## config.mk

```make
export PLATFORM = sky130hd
export DESIGN_NAME = loop_fsm_param
export DESIGN_NICKNAME = d
export VERILOG_FILES = /design/src/rtl/loop_fsm_pkg.sv /design/src/rtl/loop_fsm_chan.sv /design/src/rtl/loop_fsm_param.sv
export SDC_FILE = /design/constraint.sdc
export NUM_CORES = 1
export LEC_CHECK = 0
export ABC_CLOCK_PERIOD_IN_PS = 1600
export CORE_UTILIZATION = 35
export CTS_BUF_LIST = sky130_fd_sc_hd__clkbuf_8
export DETAILED_ROUTE_END_ITERATION = 10
export PLACE_DENSITY_LB_ADDON = 0.25
export SLEW_MARGIN = 20
export SYNTH_ARGS = -nofsm -noshare
export SYNTH_HDL_FRONTEND = slang
export SYNTH_SLANG_ARGS = --single-unit
```

## constraint.sdc

```tcl
create_clock -name clk -period 1.6 [get_ports clk]
set_input_delay 0.32 -clock clk [delete_from_list [all_inputs] [get_ports clk]]
set_output_delay 0.32 -clock clk [all_outputs]
set_load 0.05 [all_outputs]
```

## src/rtl/loop_fsm_pkg.sv

```systemverilog
// Shared state encodings and the per-channel next-state rule for loop_fsm_param.
package loop_fsm_pkg;

   // Fixed states of the walk; held 16 bits wide so any legal W can use them.
   localparam logic [15:0] S0  = 16'd0;
   localparam logic [15:0] S1  = 16'd1;
   localparam logic [15:0] S2  = 16'd2;
   localparam logic [15:0] S5  = 16'd5;
   localparam logic [15:0] S6  = 16'd6;
   localparam logic [15:0] S7  = 16'd7;
   localparam logic [15:0] S8  = 16'd8;
   localparam logic [15:0] S10 = 16'd10;

   // Next state of one channel with en=1 and no clear. Works on a 16-bit
   // zero-extended state; w selects which top two codes redirect to tgt.
   function automatic logic [15:0] next_state(input logic [15:0] x,
                                              input logic        i,
                                              input logic        cnt_at_max,
                                              input logic [15:0] tgt,
                                              input int unsigned w);
      logic [15:0] ones;
      ones       = 16'((17'd1 << w) - 17'd1);
      next_state = x;
      if (x == tgt)
         next_state = tgt;
      else if ((x == ones) || (x == (ones - 16'd1)))
         next_state = tgt;
      else begin
         case (x)
            S0:      next_state = S8;
            S8:      next_state = S10;
            S10:     next_state = S1;
            S1:      next_state = S2;
            S2:      next_state = i ? S5 : S6;
            S6:      next_state = S7;
            S7:      next_state = S5;
            S5:      next_state = (cnt_at_max && i) ? tgt : S1;
            default: next_state = x;
         endcase
      end
   endfunction

endpackage

```

## src/rtl/loop_fsm_chan.sv

```systemverilog
// One channel of loop_fsm_param: state, loop counter, sticky hit flag, predicates.
module loop_fsm_chan #(
   parameter int unsigned W        = 4,
   parameter int unsigned TGT      = 9,
   parameter int unsigned THR      = 2,
   parameter int unsigned LOOP_MAX = 2
) (
   input  logic clk,
   input  logic reset,
   input  logic en,
   input  logic i,
   input  logic clr,
   output logic z1,
   output logic z2,
   output logic z3,
   output logic hit
);
   import loop_fsm_pkg::*;

   // LOOP_MAX=0 still needs a one-bit counter that simply stays at zero.
   localparam int unsigned    CW      = (LOOP_MAX > 0) ? $clog2(LOOP_MAX + 1) : 1;
   localparam logic [CW-1:0] CNT_MAX = CW'(LOOP_MAX);

   logic [W-1:0]  r_x;
   logic [CW-1:0] r_cnt;
   logic          r_hit;

   logic [15:0]   w_nx;
   logic          w_at_max;
   logic          w_at5;
   logic          w_at_tgt;
   logic          w_esc;
   logic          w_unused_nx;

   assign w_at_max    = (r_cnt == CNT_MAX);
   assign w_at5       = (r_x == W'(S5));
   assign w_at_tgt    = (r_x == W'(TGT));
   assign w_esc       = w_at5 & w_at_max & i;
   assign w_nx        = next_state(16'(r_x), i, w_at_max, 16'(TGT), W);
   assign w_unused_nx = ^w_nx;

   // State, loop count and hit: reset, then clear, then stall, then step.
   always_ff @(posedge clk) begin
      if (!reset) begin
         r_x   <= '0;
         r_cnt <= '0;
         r_hit <= 1'b0;
      end else if (clr) begin
         r_x   <= '0;
         r_cnt <= '0;
      end else if (en) begin
         r_x   <= w_nx[W-1:0];
         r_hit <= r_hit | w_at_tgt;
         if (w_esc)
            r_cnt <= '0;
         else if (w_at5 && !w_at_max)
            r_cnt <= r_cnt + CW'(1);
      end
   end

   assign z1  = r_x[3] & r_x[0];
   assign z2  = w_at_tgt;
   assign z3  = (32'(r_x) > THR);
   assign hit = r_hit;

endmodule

```

## src/rtl/loop_fsm_param.sv

```systemverilog
// Multi-channel loop-state FSM: CH independent channels plus aggregate target flags.
module loop_fsm_param #(
   parameter int unsigned W        = 4,
   parameter int unsigned CH       = 2,
   parameter int unsigned TGT      = 9,
   parameter int unsigned THR      = 2,
   parameter int unsigned LOOP_MAX = 2
) (
   input  logic          clk,
   input  logic          reset,
   input  logic          en,
   input  logic [CH-1:0] i,
   input  logic [CH-1:0] clr,
   output logic [CH-1:0] z1,
   output logic [CH-1:0] z2,
   output logic [CH-1:0] z3,
   output logic [CH-1:0] hit,
   output logic          all_tgt,
   output logic          any_tgt
);

   for (genvar c = 0; c < CH; c++) begin : g_ch
      loop_fsm_chan #(
         .W        (W),
         .TGT      (TGT),
         .THR      (THR),
         .LOOP_MAX (LOOP_MAX)
      ) u_chan (
         .clk   (clk),
         .reset (reset),
         .en    (en),
         .i     (i[c]),
         .clr   (clr[c]),
         .z1    (z1[c]),
         .z2    (z2[c]),
         .z3    (z3[c]),
         .hit   (hit[c])
      );
   end

   assign all_tgt = &z2;
   assign any_tgt = |z2;

endmodule

```

==> impl_results.md, run 1 <==
- Combinational group share of total power: 0.167
- Multi-input logic area: between 500 and 600 um^2
- Clock slew seen by the registers of the worst setup and hold paths: 60 ps
- Hold buffer count at cts: 0
- Clock skew after layout: between 1.5 and 2 ps
- RSZ-0062 raised after global routing: true
- Insertion delay to the later sink of the worst-skew pair: approximately 240 ps
- Via count of the routed design: about 1.0k
- Number of buffers created by CTS: 3
- Initial antenna violation count: 0
- Number of remaining DRC errors: 0
- Count of placed standard cells including taps: between 150 and 200
- Fin cells: between 150 and 200
- Iter 0 DRT Violations: 22
- H-tree depth reported by CTS: 1
- First-pass detailed-route iteration total: 4
- Pre-CTS setup slack: -358 ps
- Reg2Reg Depth: 4
- Effective utilization at floorplan: 0.376
- Portion of the clock cycle consumed by the worst path in the final layout: 0.976
- Classification of the worst setup path: flip-flop to output port
- Vertical die dimension: around 54 um
- Startpoint type of the worst setup path: flip-flop
- Via count of the first global-routing pass: slightly below 1k
- Commonest non-fill, non-tap cells in the layout: sky130_fd_sc_hd__buf_4, sky130_fd_sc_hd__a21oi_1, sky130_fd_sc_hd__o21ai_0
- CP arrival: 1240 ps
- Leading cell type in the layout, fill and taps excluded: sky130_fd_sc_hd__buf_4
- Maximum number of pins on one net before global-route repair: 15
- GRT Residual Overflow: 0
- Detailed placer's ending HPWL: ~1800 um
- Clock network fraction of design power: 0.371
- Min Tclk post-route: approximately 1600 ps
- Remaining number of nets flagged by the antenna check after routing: 0
- Final worst slack: about 39 ps
- GPL Wtd Cong: a little under 0.8
- Switching Fraction: 0.239
- R2R setup slack: approximately 60 ps
- Yosys synthesis warning count: 0
- Final max-slew violation count: 0
- Number of cells on the critical path: 4
- Area growth from synthesis to layout: 43.7%
- Die boundary width: between 50 and 60 um
- Critical path, cell by cell: nand2_2, or3_4, nor2_4, buf_12
- Hold Violations, Final: 0
- Share of synthesized area occupied by flip-flops and latches: 0.296
- Final nets: roughly 170
- Clock tree from TritonCTS: done
- Max FO, Critical Path: 4
- Actual slew at the worst max-slew pin: approximately 350 ps
- Fmax: around 0.64 GHz
- Seq cells post-synth: 14
- Overall Global Routing Usage: 0.193
- Fillcell total: 243
- Worst slew slack as a fraction of its limit: 0.759
- Longest individual stage delay on the worst path: around 370 ps
- Status: finished, final reports clean
- Post-detailed-route wirelength per cell: 13.4 um
- First-pass GRT wire length: about 4000 um
- Max capacitance violation total: 0
- Worst Hold Class: flip-flop to flip-flop
- Largest voltage drop on the vdd net: 0.341 mV
- Number of clock sinks seen by CTS: 14
- Mean Syn Cell Area: slightly above 7 um^2
- Via density: ~5.5
- Launch point of the worst reg-to-reg path: g_ch[1].u_chan.r_x[3]
- Sequential share of power: 0.463
- Launching element of the worst setup path: g_ch[0].u_chan.r_x[0]
- Distinct cell type count after synthesis: 33
- Number of buffer and inverter instances along the worst setup path: 1
- Share of synthesized cell area in full adder, half adder and majority cells: 0.0264
- Number of ports placed on the die boundary: 17
- Critical path capture point type: output port
- Area occupied by registers: about 290 um^2
- Area share of xor/xnor cells in the synthesized design: 0
- Core outline area: ~2500 um^2
- Share of post-route cells with drive strength above 1: 0.331
- Capture instance of the worst register-to-register path: g_ch[1].u_chan.r_cnt[0]
- Required time at the endpoint of the critical path: 1280 ps
- Total of endpoints with negative setup slack in the final report: 0
- Basic-gate share of the synthesized area counting and, or, nand and nor cells: 0.273
- Number of nets in the synthesized netlist: 140
- Portion of netlist area occupied by mux cells: 0
- Summed negative setup slack over all endpoints: 0 ps
- # rows: 18
- Buffers on Ports: 16
- Net switching power: roughly 180 uW
- Clock root cell: sky130_fd_sc_hd__clkbuf_8
- Sum of routed wire length over all layers: approximately 2500 um
- P_leak: between 0.5 and 0.6 nW
- Main combinational cell family by area after synthesis: simple AND/OR/NAND/NOR gates
- Internal power: 585 uW
- Diode count: 0
- Critical-path top delay cell: sky130_fd_sc_hd__or3_4
- Synthesized area: 948 um^2
- Maximum buffer depth of the clock tree: 2
- Die Outline Area: about 2900 um^2
- Number of instances in the synthesized netlist: around 130
- Critical path's top delay family: simple AND/OR/NAND/NOR gates
- Power per standard cell area: 564 nW/um^2
- Worst Setup EP: all_tgt
- Synthesized-area fraction occupied by ao, oa, aoi and oai cells: 0.255
power by group through the flow:
stage	Combinational [mW]	Sequential [mW]	Clock [mW]
5_1_grt	0.137	0.356	0.312
2_1_floorplan	0.0545	0.361	0
6_report	0.128	0.356	0.285
3_3_place_gp	0.111	0.362	0
4_1_cts	0.125	0.355	0.299
3_5_place_dp	0.112	0.362	0
cell usage after synthesis, drive strengths merged:
library cell	instances	area [um^2]
ha	2	25.0
o2111ai	2	17.5
nor4b	1	8.76
inv	11	41.3
o21ai	11	55.1
nand2	10	37.5
a21oi	14	70.1
or4b	1	13.8
a2111oi	1	8.76
a21boi	1	7.51
nor2	10	37.5
and2	1	6.26
and4b	1	10.0
buf	9	71.3
o41ai	1	8.76
nand2b	4	25.0
a311o	1	10.0
nor4	4	25.0
nor3	4	20.0
or3	4	25.0
nand4	1	6.26
nor2b	3	18.8
nand3	2	10.0
nand3b	2	15.0
o31ai	1	7.51
a211oi	3	22.5
o31a	1	8.76
a211o	2	17.5
o21a	1	7.51
clkbuf	8	30.0
dfxtp	14	280
sequential cells by signal, summed over array words and instances (netlist names):
signal and count:
g_ch.u_chan.hit 2, g_ch.u_chan.r_x 8, g_ch.u_chan.r_cnt 4
cell type report:
type | instances | share of cell area
clock buffer | 3 | 0.0303
timing repair buffer | 37 | 0.290
tap | 30 | 0.0275
multi-input combinational | 89 | 0.412
sequential | 14 | 0.209
inverter | 11 | 0.0303
stage by stage:
step	total power, mW	hold WS [ps]	area (um^2)	utilization
2_1_floorplan	0.416	438	960	-
3_3_place_gp	0.473	458	1250	0.496
3_5_place_dp	0.475	472	1250	0.496
4_1_cts	0.779	489	1350	0.537
5_1_grt	0.805	495	1360	0.540
6_report	0.769	482	1360	0.540
metal layers:
metal  global-route usage  share of wire
met1                0.198           0.41
met5                    0              0
met3               0.0565          0.056
met2                0.350           0.51
met4               0.0983          0.019
kinds of logic (layout without fill, tap and decap cells):
kind of cell / count (synthesis) / count (layout)
AND/OR/NAND/NOR: 48 / 48
AO/OA/AOI/OAI: 39 / 39
buffers and inverters: 28 / 51
flip-flops: 14 / 14
adder cells (fa/ha/maj): 2 / 2
what timing repair did:
item                       in CTS  in global routing
pin swaps                       5                  2
buffers inserted                5                  0
setup endpoints to repair       6                  6
gates resized for setup         8                  7
worst min-delay path by stage:
| stage | to | startpoint | cells past startpoint | slack (ps) |
|---|---|---|---|---|
| 2_1_floorplan | g_ch[0].u_chan.hit | reset | 1 | 440 |
| 3_3_place_gp | g_ch[0].u_chan.hit | g_ch[0].u_chan.hit | 1 | 460 |
| 3_5_place_dp | g_ch[0].u_chan.hit | g_ch[0].u_chan.hit | 1 | 470 |
| 4_1_cts | g_ch[0].u_chan.hit | g_ch[0].u_chan.hit | 1 | 490 |
| 5_1_grt | g_ch[0].u_chan.hit | g_ch[0].u_chan.hit | 1 | 490 |
| 6_report | g_ch[0].u_chan.hit | g_ch[0].u_chan.hit | 1 | 480 |
Power figures use the tool's default switching activity.
==> run 2: changes to the inputs <==
SLEW_MARGIN = not set   (was 20)
==> results of run 2 <==
Same layout as run 1: the final DEF is identical, and so are final timing and power.
==> run 3: changes to the inputs <==
CTS_BUF_LIST = sky130_fd_sc_hd__clkbuf_4 sky130_fd_sc_hd__clkbuf_8   (was sky130_fd_sc_hd__clkbuf_8)
==> impl_results.md, run 3 (same netlist as run 1, synthesis figures left out) <==
- Clock tree from TritonCTS: done
- Share of post-route cells with drive strength above 1: 0.338 (+0.00649)
- Maximum buffer depth of the clock tree: 2 (unchanged)
- Via density: 5.57 (+1.1%)
- Fmax: 0.626 GHz (-2.3%)
- Required time at the endpoint of the critical path: 1280 ps (about the same)
- Post-detailed-route wirelength per cell: 13.3 um (-0.89%)
- Number of buffers created by CTS: 3 (unchanged)
- Net switching power: 179 uW (-2.7%)
- Summed negative setup slack over all endpoints: 0 ps (unchanged)
- Total of endpoints with negative setup slack in the final report: 0 (unchanged)
- Insertion delay to the later sink of the worst-skew pair: 270 ps (+30 ps)
- Worst Hold Class: flip-flop to flip-flop
- Portion of the clock cycle consumed by the worst path in the final layout: 0.999 (+0.0234)
- Register bank with the most flops: g_ch.u_chan.r_x
- Maximum number of pins on one net before global-route repair: 15 (unchanged)
- P_leak: 0.537 nW (-0.95%)
- Core outline area: 2520 um^2 (unchanged)
- Detailed placer's ending HPWL: 1780 um (unchanged)
- H-tree depth reported by CTS: 1 (unchanged)
- Clock network fraction of design power: 0.293 (-0.078)
- Worst hold slack: 486 ps (+3.68 ps)
- Startpoint type of the worst setup path: flip-flop
- Internal power: 505 uW (-14%)
- GRT Residual Overflow: 0 (unchanged)
- Actual slew at the worst max-slew pin: 369 ps (+16.8 ps)
- Combinational group share of total power: 0.188 (+0.021)
- Classification of the worst setup path: flip-flop to output port
- Total power: 684 uW (-11%)
- Iter 0 DRT Violations: 27 (+23%)
- Clock root cell: sky130_fd_sc_hd__clkbuf_4
- Critical path capture point type: output port
- Status: finished, final reports clean
- Capture instance of the worst register-to-register path: g_ch[1].u_chan.r_cnt[0]
- Vertical die dimension: 54.1 um (unchanged)
- Area growth from synthesis to layout: 42.1%
- Sum of routed wire length over all layers: 2440 um (-0.89%)
- GPL Wtd Cong: 0.782 (unchanged)
- Overall Global Routing Usage: 0.191 (-0.00174)
- Post-route design area: 1350 um^2 (-1.1%)
- Worst hold path endpoint: g_ch[0].u_chan.hit
- First-pass detailed-route iteration total: 4 (unchanged)
- First-pass GRT wire length: 3990 um (-0.50%)
- Max reg flops: 8 (unchanged)
- Final max-slew violation count: 0 (unchanged)
- Longest individual stage delay on the worst path: 360 ps (about the same)
- Largest voltage drop on the vdd net: 0.300 mV (-12%)
- Worst slew slack as a fraction of its limit: 0.748 (-0.0115)
- CP arrival: 1280 ps (+40 ps)
- Number of clock sinks seen by CTS: 14 (unchanged)
- Max capacitance violation total: 0 (unchanged)
- Initial antenna violation count: 0 (unchanged)
- Commonest non-fill, non-tap cells in the layout: sky130_fd_sc_hd__buf_4, sky130_fd_sc_hd__a21oi_1, sky130_fd_sc_hd__o21ai_0
- Die boundary width: 54.1 um (unchanged)
- Switching Fraction: 0.261 (+0.0223)
- Leading cell type in the layout, fill and taps excluded: sky130_fd_sc_hd__buf_4
- Effective utilization at floorplan: 0.376 (unchanged)
- Sequential share of power: 0.519 (+0.056)
- Max FO, Critical Path: 4 (unchanged)
- Number of ports placed on the die boundary: 17 (unchanged)
- Number of remaining DRC errors: 0 (unchanged)
- Remaining number of nets flagged by the antenna check after routing: 0 (unchanged)
- Via count of the routed design: 1024 (+1.1%)
- # rows: 18 (unchanged)
- Hold Violations, Final: 0 (unchanged)
- Via count of the first global-routing pass: 970 (-1.6%)
- Clock skew after layout: 2.02 ps (+0.307 ps)
- Clock slew seen by the registers of the worst setup and hold paths: 80 ps (+20 ps)
- Start point of the worst hold path: g_ch[0].u_chan.hit
- Launch point of the worst reg-to-reg path: g_ch[1].u_chan.r_x[3]
- Core utilization of the finished layout: 0.534 (-0.00595)
- Buffers on Ports: 16 (unchanged)
- Min Tclk post-route: 1600 ps (+37.4 ps)
- Cell count of the worst hold path: 1 (unchanged)
- Power per standard cell area: 508 nW/um^2 (-10%)
- RSZ-0062 raised after global routing: true
- Critical path, cell by cell: nand2_2, or3_4, nor2_4, buf_12
- Die Outline Area: 2920 um^2 (unchanged)
- Placed inst area: 1250 um^2 (unchanged)
- Hold buffer count at cts: 0 (unchanged)
- Reg2Reg Depth: 4 (unchanged)
- Critical-path top delay cell: sky130_fd_sc_hd__or3_4
- Final nets: 165 (unchanged)
- Diode count: 0 (unchanged)
- R2R setup slack: 50 ps (about the same)
==> run 3: worst max path at each step <==
stage          depth (start not counted)                 endpoint                  start
2_1_floorplan                          4                  all_tgt  g_ch[0].u_chan.r_x[3]
3_3_place_gp                           5  g_ch[1].u_chan.r_cnt[1]                     en
3_5_place_dp                           5  g_ch[1].u_chan.r_cnt[0]                     en
4_1_cts                                4                  all_tgt  g_ch[0].u_chan.r_x[0]
5_1_grt                                4                  all_tgt  g_ch[0].u_chan.r_x[0]
6_report                               4                  all_tgt  g_ch[0].u_chan.r_x[0]
==> run 3: final cells by class <==
cell class                      instances  area, um^2
Tap cell                               30        37.5
Timing Repair Buffer                   37         395
Multi-Input combinational cell         89         564
Clock buffer                            3        22.5
Inverter                               11        41.3
Sequential cell                        14         287
Fill cell                             247        1170
==> run 3: layer usage <==
| layer | share of wire | GRT usage | routed length [um] |
|---|---|---|---|
| met1 | 0.42 | 0.203 | 1030 |
| met2 | 0.51 | 0.346 | 1250 |
| met3 | 0.038 | 0.0508 | 93 |
| met4 | 0.028 | 0.0897 | 68 |
| met5 | 0 | 0 | 0 |
==> run 3: critical path: cells and delay by family, from the launching register on <==
family	cells	cell delay, ps
flip-flops	1	340
buffers and inverters	1	140
AND/OR/NAND/NOR	3	520
==> run 3: stage by stage <==
step	cells	worst slack, ps
2_1_floorplan	131	31.4
3_3_place_gp	176	-269
3_5_place_dp	176	-358
4_1_cts	184	-13.3
5_1_grt	184	-55.6
6_report	184	1.41
==> run 3: power groups by stage <==
stage	sequential [mW]	combinational, mW	clock (mW)
final	0.355	0.129	0.200
after floorplan	0.361	0.0545	0
after global routing	0.356	0.138	0.225
after detailed placement	0.362	0.112	0
after CTS	0.355	0.125	0.212
after global placement	0.362	0.111	0
==> run 3: what timing repair did <==
item                       4_1_cts  5_1_grt
pin swaps                        5        3
setup endpoints to repair        6        7
resized for setup               11        5
hold endpoints to repair         0        0
cloned                           0        0
buffers inserted                 5        0
